[src/rtl/decoder_scan_ctrl.sv]
// Scan controller that sequences the select/enable inputs of a downstream 3-to-8 enabled decoder.
// Optional break-before-make blank cycle between channels is enabled by defining SCAN_BLANK_EN.
module decoder_scan_ctrl #(
  parameter int DWELL_W = 8
) (
  input  logic               clk,
  input  logic               rst,
  input  logic               start,
  input  logic               stop,
  input  logic               mode,
  input  logic [7:0]         mask,
  input  logic [DWELL_W-1:0] dwell,
  output logic [2:0]         sel,
  output logic               enab,
  output logic               busy,
  output logic               done,
  output logic               wrap
);

`ifdef SCAN_BLANK_EN
  typedef enum logic [1:0] {IDLE, SCAN, BLANK} state_t;
`else
  typedef enum logic [1:0] {IDLE, SCAN} state_t;
`endif

  state_t             r_state, w_state_next;
  logic [2:0]         r_sel, w_sel_next;
  logic [DWELL_W-1:0] r_cnt, w_cnt_next;
  logic [DWELL_W-1:0] r_dwell, w_dwell_next;
  logic [7:0]         r_mask, w_mask_next;
  logic               r_mode, w_mode_next;
  logic               r_done, w_done_next;
  logic               r_wrap, w_wrap_next;
`ifdef SCAN_BLANK_EN
  logic               r_wrap_pend, w_wrap_pend_next;
`endif

  logic [7:0] w_above;

  // Index of the lowest set bit; the caller guarantees v is non-zero.
  function automatic logic [2:0] lowest(input logic [7:0] v);
    logic [2:0] idx;
    idx = '0;
    for (int i = 7; i >= 0; i--) begin
      if (v[i]) idx = 3'(i);
    end
    return idx;
  endfunction

  assign w_above = r_mask & (8'hFE << r_sel);

  always_comb begin
    w_state_next = r_state;
    w_sel_next   = r_sel;
    w_cnt_next   = r_cnt;
    w_dwell_next = r_dwell;
    w_mask_next  = r_mask;
    w_mode_next  = r_mode;
    w_done_next  = 1'b0;
    w_wrap_next  = 1'b0;
`ifdef SCAN_BLANK_EN
    w_wrap_pend_next = 1'b0;
`endif
    case (r_state)
      IDLE: begin
        if (start && !stop) begin
          if (mask != 8'h00) begin
            w_mask_next  = mask;
            w_dwell_next = dwell;
            w_mode_next  = mode;
            w_sel_next   = lowest(mask);
            w_cnt_next   = dwell;
            w_state_next = SCAN;
          end else begin
            w_done_next = 1'b1;
          end
        end
      end
      SCAN: begin
        if (stop) begin
          w_state_next = IDLE;
          w_sel_next   = 3'd0;
        end else if (r_cnt != '0) begin
          w_cnt_next = r_cnt - {{(DWELL_W-1){1'b0}}, 1'b1};
        end else if (w_above != 8'h00) begin
          w_sel_next = lowest(w_above);
          w_cnt_next = r_dwell;
`ifdef SCAN_BLANK_EN
          w_state_next = BLANK;
`endif
        end else if (!r_mode) begin
          w_state_next = IDLE;
          w_sel_next   = 3'd0;
          w_done_next  = 1'b1;
        end else begin
          w_sel_next = lowest(r_mask);
          w_cnt_next = r_dwell;
`ifdef SCAN_BLANK_EN
          // wrap is reported on the first enabled cycle, after the blank
          w_state_next     = BLANK;
          w_wrap_pend_next = 1'b1;
`else
          w_wrap_next = 1'b1;
`endif
        end
      end
`ifdef SCAN_BLANK_EN
      BLANK: begin
        if (stop) begin
          w_state_next = IDLE;
          w_sel_next   = 3'd0;
        end else begin
          w_state_next = SCAN;
          w_wrap_next  = r_wrap_pend;
        end
      end
`endif
      default: begin
        w_state_next = IDLE;
        w_sel_next   = 3'd0;
      end
    endcase
  end

  always_ff @(posedge clk) begin
    if (rst) begin
      r_state <= IDLE;
      r_sel   <= 3'd0;
      r_cnt   <= '0;
      r_dwell <= '0;
      r_mask  <= 8'h00;
      r_mode  <= 1'b0;
      r_done  <= 1'b0;
      r_wrap  <= 1'b0;
`ifdef SCAN_BLANK_EN
      r_wrap_pend <= 1'b0;
`endif
    end else begin
      r_state <= w_state_next;
      r_sel   <= w_sel_next;
      r_cnt   <= w_cnt_next;
      r_dwell <= w_dwell_next;
      r_mask  <= w_mask_next;
      r_mode  <= w_mode_next;
      r_done  <= w_done_next;
      r_wrap  <= w_wrap_next;
`ifdef SCAN_BLANK_EN
      r_wrap_pend <= w_wrap_pend_next;
`endif
    end
  end

  // Outputs decode registered state only, so nothing from the inputs reaches them combinationally.
  assign sel  = r_sel;
  assign enab = (r_state == SCAN);
  assign busy = (r_state != IDLE);
  assign done = r_done;
  assign wrap = r_wrap;

endmodule

[config.mk]
export PLATFORM = sky130hd
export DESIGN_NAME = decoder_scan_ctrl
export DESIGN_NICKNAME = d
export VERILOG_FILES = /design/src/rtl/decoder_scan_ctrl.sv
export SDC_FILE = /design/constraint.sdc
export NUM_CORES = 1
export LEC_CHECK = 0
export ABC_AREA = 1
export CAP_MARGIN = 10
export CORE_UTILIZATION = 40
export CTS_BUF_LIST = sky130_fd_sc_hd__clkbuf_16
export DETAILED_ROUTE_END_ITERATION = 12
export SETUP_SLACK_MARGIN = 0.4
export SLEW_MARGIN = 20
export SYNTH_ARGS = -nofsm -noshare
export SYNTH_HDL_FRONTEND = slang
export SYNTH_SLANG_ARGS = --single-unit
[constraint.sdc]
create_clock -name clk -period 2.4 [get_ports clk]
set_input_delay 0.6 -clock clk [delete_from_list [all_inputs] [get_ports clk]]
set_output_delay 0.6 -clock clk [all_outputs]
set_load 0.02 [all_outputs]
==> impl_metrics.yaml <==
grt:
  antenna_found_initial: 0
  grt_pass1_wl_um: 7800
  grt_usage: 0.202
  first_global_vias: 1694
  overflow: 0
  grt_max_degree: 17
final_layout:
  final_area_um2: 2390
  final_cell_mix: "nand2_1 (68), nor2_1 (51), dfxtp_1 (30)"
  drive_gt1_frac: 0.132
  final.fill_count: 449
  fin_nets: 355
  diodes: 0
  area_delta_synth_final_pct: 28.5
  final_common_cell: "nand2_1"
timing:
  drv_slew: 0
  finalHoldViolations: 0
  skew_ps: 4.87
  finalSetupViolations: 0
  max_slew.worst_pin.slew_ps: 313
  rsz0062_at_grt: "no"
  max_freq_ghz: 0.515
  slew_headroom: 0.791
  setup-tns-final_ps: 0
  post-route-min-period_ps: 1940
  period_share: 0.808
critical_path:
  endpoint_kind: "register"
  critPathLaunch: "mask[6]"
  r2r_slack_ps: 600
  rr_worst_depth: 11
  r2r-end: "r_cnt[3]"
  critPathLaunchType: "input pin"
  required_ps: 2560
  path_class: "input pin to register"
  arrival_ps: 2100
  cp_max_fo: 5
  reg2reg_from: "r_cnt[0]"
detailed_routing:
  wl_met2_um: 1940
  dr_wl_met3_um: 285
  vias: 1924
  wl_met1_um: 2460
  drt_first_pass_iters: 4
  postRouteAntennaNets: 0
  routed_via_density: 5.00
  route.detailed.drc: 0
  drtIter0Drc: 98
  wl_um: 4730
  top_layer_used: "met4"
  routedWlPerCell_um: 12.3
cts:
  holdBufCountCts: 0
  clockBufferDepth: 2
  numCtsBuffers: 5
  cts-root-buf: "clkbuf_16"
  cts_tree: "yes"
  worstSkewPairLatency_ps: 270
  cts_sinks: 31
  cts.clk_slew.worst_paths_ps: 50
  cts_max_level: 2
logic_synthesis:
  synth_area_leader_cell: "dfxtp_1"
  avgSynthCellArea_um2: 6.22
  synth_enable_flop_cells: 0
  async_reset_ff_frac: 0
  synthesis.area_um2: 1860
  yosys_warnings: 0
  synth_cell_type_count: 28
  synth_nets: 322
  seq_area_frac_synth: 0.334
  synth-seq-cells: 31
  synth-main-ff-cell: "dfxtp_1"
  synth_cells: 299
  synth_top_area_frac: 0.334
  ys_top_cells_by_area: "dfxtp_1 (33%), nand2_1 (14%), nor2_1 (10%)"
place:
  dp_hpwl_um: 3470
  numPortBuffers: 27
  dpl_cell_area_um2: 2180
  gp_congestion: 0.801
power:
  leakage_nw: 1.12
  peakVddDrop_mv: 0.494
  power_density_nw_per_um2: 660
floorplan:
  die_h_um: 70.2
  initial_utilization: 0.421
  io_pins: 28
  core_area_um2: 4410
  std_cell_rows: 24
  die-width_um: 70.2
  dieArea_um2: 4920
min_path:
  hp-class: "register to register"
  worstHoldPathCells: 2
  hp-start: "r_dwell[3]"
  min_to: "r_dwell[3]"
outcome:
  outcome: "finished, final reports clean"
run:
  maxCapViolations: 0
-- Yosys cell counts, types with 3 or more instances --
cell type	count
a21oi_1	25
nor2_2	4
buf_2	5
nand3_1	19
nand3_2	3
o21ai_0	24
dfxtp_1	31
inv_1	28
nand2_1	68
nor3_1	5
o21ai_1	5
inv_2	7
nand2_2	5
clkbuf_1	3
nor2_1	51
-- worst max-delay path: stages --
cell	delay, ps
clkdlybuf4s50_1	430
inv_1	60
nand2_1	100
nor3_4	180
nand3_2	140
nand3_4	160
buf_4	140
clkinvlp_4	130
nor2_1	110
nor2_1	50
-- routing by layer --
layer | GRT usage | vias up
met5 | 0 | -
li1 | - | 1021
met2 | 0.296 | 52
met4 | 0.0600 | 0
met1 | 0.292 | 847
met3 | 0.0476 | 4
-- state kept, by name, indices dropped and copies added, names as in the netlist --
| signal | count |
|---|---|
| r_cnt | 8 |
| sel | 3 |
| r_dwell | 8 |
| wrap | 1 |
| r_mode | 1 |
| r_state | 1 |
| done | 1 |
| r_mask | 8 |
-- report_power, final --
| part | switching [W] | total (W) | internal, W |
|---|---|---|---|
| logic | 0.000237 | 0.000395 | 0.000158 |
| clock network | 0.000218 | 0.000591 | 0.000374 |
| registers | 0.0000384 | 0.000591 | 0.000553 |
| total | 0.000493 | 0.00158 | 0.00108 |
-- how the worst max path moves through the flow --
stage                 end  slack, ps  cells after the start
2_1_floorplan    r_cnt[6]        810                      9
3_3_place_gp    r_mask[7]        200                      9
3_5_place_dp    r_mask[7]        130                      9
4_1_cts              busy        410                      1
5_1_grt        r_dwell[7]        380                     10
6_report       r_dwell[7]        460                     10
-- per-stage QoR --
stage | power (W) | setup slack [ps] | hold WS (ps) | utilization | std cells
2_1_floorplan | 0.000865 | 814 | 444 | - | 299
3_3_place_gp | 0.000977 | 201 | 455 | 0.493 | 373
3_5_place_dp | 0.000978 | 133 | 458 | 0.493 | 373
4_1_cts | 0.00157 | 405 | 466 | 0.524 | 381
5_1_grt | 0.00167 | 380 | 483 | 0.541 | 385
6_report | 0.00158 | 460 | 463 | 0.541 | 385
-- kinds of logic (layout without fill, tap and decap cells) --
| kind of cell | after synthesis | count (layout) | synth area share |
|---|---|---|---|
| AND/OR/NAND/NOR | 160 | 161 | 0.379 |
| AO/OA/AOI/OAI | 57 | 57 | 0.157 |
| buffers and inverters | 47 | 80 | 0.107 |
| flip-flops | 31 | 31 | 0.334 |
| adder cells (fa/ha/maj) | 2 | 2 | 0.0135 |
| XOR/XNOR | 2 | 2 | 0.00942 |
-- cell type report --
class                           instances  area, um^2  share of cell area
Clock buffer                            5         125              0.0524
Clock inverter                          3        12.5             0.00524
Inverter                               36         140              0.0587
Multi-Input combinational cell        222        1080               0.452
Sequential cell                        31         622               0.260
Tap cell                               52        65.1              0.0272
Timing Repair Buffer                   35         337               0.141
Timing Repair inverter                  1        7.51             0.00314
-- repair_timing --
action / 4_1_cts / 5_1_grt
endpoints found under the setup margin: 3 / 26
gates resized for setup: 2 / 11
pin swaps: 0 / 2
gates cloned: 0 / 2
buffers inserted: 0 / 2
(Power assumes the default switching activity.)
